==> src/rtl/truth_table_sweeper.sv <==
// Sweeps a 3-input gate through rows 000..111, holding each for SETTLE_CYCLES, and grades its 8-bit truth-table code.
// Latency: done pulses in the cycle after edge E0+8*SETTLE_CYCLES, where E0 is the edge that accepts start.
// Backpressure: none; start is ignored (not queued) while a sweep is active, abort returns to IDLE, and
// the optional TT_STABLE_CHECK_EN build adds an unstable[7:0] output for samples that change just before the row sample.
module truth_table_sweeper #(
    parameter int         SETTLE_CYCLES = 4,
    parameter logic [7:0] EXPECTED      = 8'h00,
    parameter int         CNT_W         = 8
) (
    input  logic       clk,
    input  logic       reset,
    input  logic       start,
    input  logic       abort,
    input  logic       dut_out,
    output logic       dut_in1,
    output logic       dut_in2,
    output logic       dut_in3,
    output logic       busy,
    output logic       done,
    output logic       pass,
    output logic [7:0] table_out,
    output logic [7:0] mismatch
`ifdef TT_STABLE_CHECK_EN
    ,
    output logic [7:0] unstable
`endif
);

    // A settle time of 0 would never sample, so it behaves as 1.
    localparam int               SETTLE_EFF = (SETTLE_CYCLES < 1) ? 1 : SETTLE_CYCLES;
    localparam logic [CNT_W-1:0] RELOAD     = CNT_W'(SETTLE_EFF - 1);

    localparam logic [1:0] ST_IDLE  = 2'd0;
    localparam logic [1:0] ST_DRIVE = 2'd1;
    localparam logic [1:0] ST_DONE  = 2'd2;

    logic [1:0]       state;
    logic [2:0]       row;
    logic [CNT_W-1:0] cnt;
    logic [7:0]       table_next;
    logic             pass_next;

    // The gate inputs come straight from the row register, so they are glitch-free flop outputs.
    assign dut_in1 = row[2];
    assign dut_in2 = row[1];
    assign dut_in3 = row[0];

`ifdef TT_STABLE_CHECK_EN
    logic       pre_sample;
    logic [7:0] unstable_next;

    // Flag the current row when the early sample disagrees with the row sample.
    always_comb begin
        unstable_next = unstable;
        if (SETTLE_EFF >= 2) begin
            unstable_next[~row] = pre_sample ^ dut_out;
        end
    end

    // Capture the gate output one cycle before the row sample.
    always_ff @(posedge clk) begin
        if (reset) begin
            pre_sample <= 1'b0;
        end else if (state == ST_DRIVE && cnt == CNT_W'(1)) begin
            pre_sample <= dut_out;
        end
    end
`endif

    // Table as it will look once the current row's sample is written; bit (7-row) is ~row.
    always_comb begin
        table_next       = table_out;
        table_next[~row] = dut_out;
`ifdef TT_STABLE_CHECK_EN
        pass_next = (table_next == EXPECTED) && (unstable_next == 8'h00);
`else
        pass_next = (table_next == EXPECTED);
`endif
    end

    // Sweep sequencer: IDLE waits for start, DRIVE walks the rows, DONE emits the result pulse.
    always_ff @(posedge clk) begin
        if (reset) begin
            state     <= ST_IDLE;
            row       <= 3'd0;
            cnt       <= '0;
            busy      <= 1'b0;
            done      <= 1'b0;
            pass      <= 1'b0;
            table_out <= 8'h00;
            mismatch  <= 8'h00;
`ifdef TT_STABLE_CHECK_EN
            unstable  <= 8'h00;
`endif
        end else begin
            done <= 1'b0;
            case (state)
                ST_IDLE: begin
                    // abort beats a simultaneous start
                    if (start && !abort) begin
                        state     <= ST_DRIVE;
                        row       <= 3'd0;
                        cnt       <= RELOAD;
                        table_out <= 8'h00;
                        pass      <= 1'b0;
                        busy      <= 1'b1;
`ifdef TT_STABLE_CHECK_EN
                        unstable  <= 8'h00;
`endif
                    end
                end
                ST_DRIVE: begin
                    if (abort) begin
                        // Partial table_out bits stay visible for debug.
                        state <= ST_IDLE;
                        row   <= 3'd0;
                        cnt   <= '0;
                        busy  <= 1'b0;
                        pass  <= 1'b0;
                    end else if (cnt != '0) begin
                        cnt <= cnt - 1'b1;
                    end else begin
                        table_out <= table_next;
`ifdef TT_STABLE_CHECK_EN
                        unstable  <= unstable_next;
`endif
                        if (row != 3'd7) begin
                            row <= row + 3'd1;
                            cnt <= RELOAD;
                        end else begin
                            // Row stays at 7 for the DONE cycle and returns to 000 afterwards.
                            state    <= ST_DONE;
                            busy     <= 1'b0;
                            done     <= 1'b1;
                            pass     <= pass_next;
                            mismatch <= table_next ^ EXPECTED;
                        end
                    end
                end
                ST_DONE: begin
                    state <= ST_IDLE;
                    row   <= 3'd0;
                    if (abort) begin
                        pass <= 1'b0;
                    end
                end
                default: begin
                    state <= ST_IDLE;
                    row   <= 3'd0;
                    busy  <= 1'b0;
                end
            endcase
        end
    end

endmodule

==> config.mk <==
export PLATFORM = sky130hd
export DESIGN_NAME = truth_table_sweeper
export DESIGN_NICKNAME = d
export VERILOG_FILES = /design/src/rtl/truth_table_sweeper.sv
export SDC_FILE = /design/constraint.sdc
export NUM_CORES = 1
export LEC_CHECK = 0
export BUFFER_PORTS_ARGS = -buffer_cell sky130_fd_sc_hd__buf_2
export CORE_MARGIN = 2
export CORE_UTILIZATION = 51
export CTS_CLUSTER_DIAMETER = 80
export DETAILED_ROUTE_END_ITERATION = 12
export GPL_ROUTABILITY_DRIVEN = 1
export HOLD_SLACK_MARGIN = 0.03
export PLACE_DENSITY = 0.75
export SLEW_MARGIN = 40
export SYNTH_ARGS = -nofsm -noshare
export SYNTH_HDL_FRONTEND = slang
export SYNTH_SLANG_ARGS = --single-unit
==> constraint.sdc <==
create_clock -name clk -period 1.65 [get_ports clk]
set_input_delay 0.0825 -clock clk [delete_from_list [all_inputs] [get_ports clk]]
set_output_delay 0.0825 -clock clk [all_outputs]
set_load 0.01 [all_outputs]
# Yosys cells after proc, flatten, opt, wreduce, memory -nomap -nowiden
# Index checks and enable logic that the tools add are counted.
word_totals:
  latch_bits: 0
  memories: 0
  elab_cells: 79
  ramBits: 0
  regBits: 32
  rom_bits: 0
  inputBits: 5
op_classes:
  shifts: 0
  n_div: 0
  muxes: 34
  eq_ne: 11
  mul: 0
  bitwise_logic: 6
  n_reduce_logical: 16
  n_lt_le_gt_ge: 2
  add_sub_neg: 2
ops:
  columns: ["operator", "n"]
  rows:
  - ["8-bit 2-to-1 mux", 7]
  - ["8-bit one-hot mux with 2 select lines", 2]
  - ["3-bit 2-to-1 mux", 4]
  - ["3-bit inequality test (second input constant)", 4]
  - ["4-bit AND reduction", 3]
  - ["1-bit 2-to-1 mux", 11]
  - ["3-bit AND reduction", 3]
  - ["8-bit bitwise mux", 1]
  - ["8-bit zero test", 1]
  - ["2-bit 2-to-1 mux", 4]
  - ["2-bit inequality test (second input constant)", 4]
  - ["8-bit nonzero test", 1]
  - ["8-bit by 1-bit subtractor with 8-bit output (second input constant)", 1]
  - ["1-bit one-hot mux with 3 select lines", 2]
  - ["3-bit one-hot mux with 2 select lines", 1]
  - ["1-bit inverter", 5]
  - ["5-bit AND reduction", 1]
  - ["3-bit by 4-bit < comparator with 1-bit output (second input constant)", 1]
  - ["4-bit inequality test (second input constant)", 1]
  - ["2-bit one-hot mux with 2 select lines", 1]
  - ["4-bit OR reduction", 1]
  - ["3-bit by 1-bit adder with 3-bit output (second input constant)", 1]
  - ["1-bit demux with 3-bit select", 1]
  - ["3-bit by 1-bit greater-or-equal comparator with 1-bit output (second input constant)", 1]
  - ["8 further kinds", 9]

# Logic depth before layout (Yosys ltp)
logic_depth:
  word_depth: 11
  depth_mapped: 8
  ltp_nobuf: 6

# Least setup slack after synthesis
# Ideal clock, no wire load.
synth_timing:
  kind: "register to register"
  from: "reg cnt[0]"
  to: "reg table_out[0]"
  setup_ns: 0.121
  t_required_ns: 1.529
  slack_ns: -0.148
  period_less_slack_ns: 1.798
  arrival_ns: 1.677
  stages_incl_launch_ff: 7
  path_cell_list: "dfxtp_1 > inv_1 > ha_1 > nor4b_4 > a31oi_1 > nor3_4 > mux2_4"
synth_via:
  elab_chain_len: 3
synth_rtl:
  columns: ["item", "line_no", "rtl"]
  rows:
  - ["start, declared", "39", "logic [CNT_W-1:0] cnt;"]
  - ["start signal, assigned", "121", "cnt <= cnt - 1'b1;"]
  - ["8-bit nonzero test", "120", "end else if (cnt != '0) begin"]
  - ["2-bit inequality test (no source line)", null, null]
  - ["4-bit AND reduction (no source line)", null, null]
  - ["end signal, assigned", "123", "table_out <= table_next;"]
  - ["end, declared", "21", "output logic [7:0] table_out,"]
# Every way passes these cells.
# A chain may end at the register's enable or synchronous reset.

# Worst setup path in the final report
layout_timing:
  from: "reg cnt[1]"
  to: "reg mismatch[6]"
layout_via:
  elab_chain_len: 3
layout_rtl:
  columns: ["item", "line_no", "rtl"]
  rows:
  - ["8-bit nonzero test", "120", null]
  - ["1-bit inverter (no source line)", null, null]
  - ["4-bit AND reduction (no source line)", null, null]
  - ["end signal, assigned", "136", "mismatch <= table_next ^ EXPECTED;"]
  - ["end, declared", "22", "output logic [7:0] mismatch"]
# Every way passes these cells.

==> results.txt <==
Setup violations remaining at the end of the flow were counted as 5. The logs give 216 for the synthesized net count and 52.51% for the effective utilization at floorplan. The library cell used most frequently in the layout, excluding fill and tap cells, is buf_4. The endpoint identified for the worst register-to-register timing path is mismatch[6]$_SDFFE_PP0P_. The critical path in this run is classified as flip-flop to flip-flop. The total length of routed wires is 5065 µm, and the total number of clock tree sinks is 32. The count of input and output buffers is 26. The top cell types in the final layout, fill and taps aside, are buf_4, dfxtp_1, buf_2, nor2b_1, nor2_1. Cells fill 71.66% of the core in the end. Final estimated routing congestion in global placement: 0.8169.

For the pin with the worst max-slew slack, the measured transition is 0.3606 ns. Path depth of the worst reg2reg path: 8. The compound-cell area share of the yosys netlist is 18.89%, and the floorplan core area is 0.003633 mm². The logs give 0 for the number of maximum-capacitance constraint violations and 5 for the TritonCTS buffer count. The maximum level of the CTS H-tree came out at 2. Among the stages of the critical path, the cell type that occurs most often is buf_4. The setup slack of the critical path after layout came out at -0.02400 ns. The tools report the area of the die as 0.004246 mm². The fmax is 597.4 MHz.

TritonCTS built the clock tree. Adding up every negative setup slack in the final design gives -0.03114 ns. VDD sags by at most 0.0006349 V.

Summed over all nets, the half-perimeter wirelength after detailed placement is 3178 µm. The worst-case headroom to the max-slew limit is 75.90%, and the worst hold slack across all endpoints is 0.1362 ns. The class of the most critical hold timing path was input pin to flip-flop. The number of flops mapped to enable cells by yosys was 0. After detailed routing, the number of remaining DRC violations is 0. Excluding fillers, the count of instances in the completed layout stands at 319.

The first global-routing pass estimated 7624 µm of wire. Setup repair after global routing could not meet its margin everywhere. End of the worst hold path: state[0]$_SDFFE_PP0P_. The worst hold path was traced through 2 stages. The later pin in the worst-skew pair is clocked with a latency of 0.29 ns. After synthesis, the largest family of logic cells by area is simple AND/OR/NAND/NOR gates. The master of the slowest instance on the critical path was dfxtp_2.

After layout, the design draws a total of 2.026 mW. For the number of antenna-violating nets in the routed design, the log shows 0. Summing the areas of all fa, ha and maj instances in the mapped netlist gives 2.623% of the synthesized area. The beginning of the worst hold path was abort. The logs give 0 for the initial antenna violation count and -0.02494 ns for the worst setup timing slack at the placement stage. Yosys printed 0 warnings. The chip width was 65.17 µm.

The number of global-route vias before repair came out at 1629. The number of different library cells used by synthesis comes to 49. The run gives 4 as the first-pass iteration count of the detailed router.

In this run the cell area measured after placement is 0.002288 mm². STA classifies the critical path startpoint as a flip-flop. Count of pins on the block boundary: 27.

The nature of the critical path endpoint was a flip-flop. The final worst-path cycle share came out at 101.5%. The cell count after placement is 296, and the total standard cell area after synthesis is 0.001908 mm². In this run the power density over the cells is 778.2 mW/mm².

The cell leakage power is 1.091 nW. In this design, the stage delay of the slowest critical-path cell is 0.34 ns. With fillers left out, the area of the finished cells amounts to 0.002604 mm². The post-synthesis to final-layout area growth was 36.46%; the maximum number of pins on one net before global-route repair was 25.

In the final layout, the multi-input gates occupy 0.001249 mm². The fraction of synthesized cell area in xor and xnor cells was 0%. Multiplexer cells account for 11.74% of the synthesized area. The net count of the finished layout is 279.

The run gives 207 as the count of mapped cells out of synthesis. The logs give 650.6 µm² for the sequential standard cell area and 0.005491 ns for the setup skew after layout. The filler cells instantiated in the layout total 291.

The checks that failed: setup timing. For the worst setup slack for register-to-register paths, the log shows -0.02 ns. STA puts the critical path data required time at 1.82 ns. The total of flip-flops plus latches after synthesis was 32; the synthesized area per cell was 9.218 µm². The routed design could run at a clock period as short as 1.674 ns. The number of antenna diodes in the final layout is 0. Traced cell by cell, the critical path runs through inv_4 > ha_4 > nor3b_2 > buf_4 > nand4_1 > buf_4 > nor2_1 > nor3_2. The flow ran to the end, but the final reports show violations. In this run the deepest clock path goes through 2 buffers. After clock tree synthesis, the clock-pin slew on the worst setup and hold paths is 0.07 ns.

Sequential elements use 33.57% of the synthesized area. The max-slew violation count is 0, and the number of vias after detailed routing is 1871. The critical-path maximum fanout came out at 4.

The logs give 0 for the remaining global-route overflow and 0 for the final number of hold-violating endpoints. The share of final-layout standard cells stronger than drive strength 1 came out at 42.44%. For the worst setup path, the data arrival time is 1.84 ns.

Counting both buffers and inverters, the worst setup path holds a total of 3. Of all flip-flops after synthesis, the portion carrying an async set or reset was 0%. The routed via count divided by cell count works out to 5.865. Grouping stages by cell kind, the critical path spends the most delay in simple AND/OR/NAND/NOR gates. Hold repair after CTS inserted 0 buffers. The cell sitting at the root of the clock tree is a clkbuf_8. In this run the vertical extent of the chip is 65.17 µm. Among all flip-flop cells after synthesis, the most frequent one is dfxtp_1. The logs give 123 for the number of violations reported at the end of detailed-routing iteration 0 and 23.45% for the total global routing track utilization. The startpoint identified for the worst register-to-register timing path is cnt[1]$_SDFFE_PP0P_. The initialized floorplan defines 22 standard-cell rows.

Dividing the detail-routed wire length by the instance count gives 15.88 µm. The synthesized netlist devotes 27.87% of its cell area to simple gates.
## where the power goes
group | leakage [nW] | total [mW] | internal (mW) | switching, mW
combinational | 0.765 | 0.363 | 0.186 | 0.176
clock | 0.0645 | 0.842 | 0.533 | 0.309
sequential | 0.262 | 0.821 | 0.792 | 0.0288
## logic make-up after synthesis
family,count (synthesis)
compound gates,48
flops,32
simple gates,84
fa+ha+maj,4
mux,19
buf+inv,20
## layer usage
metal	vias up	wire length, µm	track usage [%]
met3	6	269	5.137
met4	0	51	8.333
met1	900	2379	32.55
li1	898	-	-
met2	67	2365	35.84
met5	-	0	0
## worst max path at each step
stage,depth (start not counted),startpoint,end
2_1_floorplan,6,cnt[0]$_SDFFE_PP0P_,table_out[0]$_SDFFE_PP0P_
3_3_place_gp,5,cnt[2]$_SDFFE_PP0P_,cnt[7]$_SDFFE_PP0P_
3_5_place_dp,6,cnt[1]$_SDFFE_PP0P_,cnt[4]$_SDFFE_PP0P_
4_1_cts,5,row[1]$_SDFFE_PP0P_,cnt[4]$_SDFFE_PP0P_
5_1_grt,8,cnt[1]$_SDFFE_PP0P_,mismatch[6]$_SDFFE_PP0P_
6_report,8,cnt[1]$_SDFFE_PP0P_,mismatch[6]$_SDFFE_PP0P_
## sequential cells by signal, indices dropped and copies added, names as in the netlist
signal     cells
state          2
busy           1
table_out      8
pass           1
cnt            8
mismatch       8
row            3
done           1
## layout make-up
type                    instances  area share (%)
multi-input cells             156           47.96
flip-flops and latches         32           24.99
repair buffers                 68           18.69
clock buffers                   7           3.700
well taps                      48           2.307
inverters                       7           1.201
clock inverters                 1           1.153
## synthesized netlist by cell type (all sizes together) (4+ instances only)
| cell type | n | share of area [%] |
|---|---|---|
| a211oi | 10 | 5.8 |
| nor3b | 6 | 2.6 |
| nor2 | 13 | 2.6 |
| nand2 | 10 | 2.0 |
| nand3 | 4 | 1.0 |
| nor3 | 6 | 2.4 |
| nor2b | 18 | 6.0 |
| ha | 4 | 2.6 |
| inv | 7 | 1.4 |
| nand2b | 4 | 1.3 |
| dfxtp | 32 | 34 |
| o31ai | 7 | 2.8 |
| or4 | 6 | 2.4 |
| buf | 6 | 2.6 |
| mux2 | 9 | 6.5 |
| a21oi | 12 | 3.1 |
| mux2i | 10 | 5.2 |
| clkbuf | 7 | 1.4 |
## timing repair
action                     in CTS  in global routing
setup endpoints to repair      13                 26
buffers inserted                3                 11
pin swaps                       1                  3
resized for setup               4                 15
gates cloned                    0                  1
(Power assumes the default switching activity.)
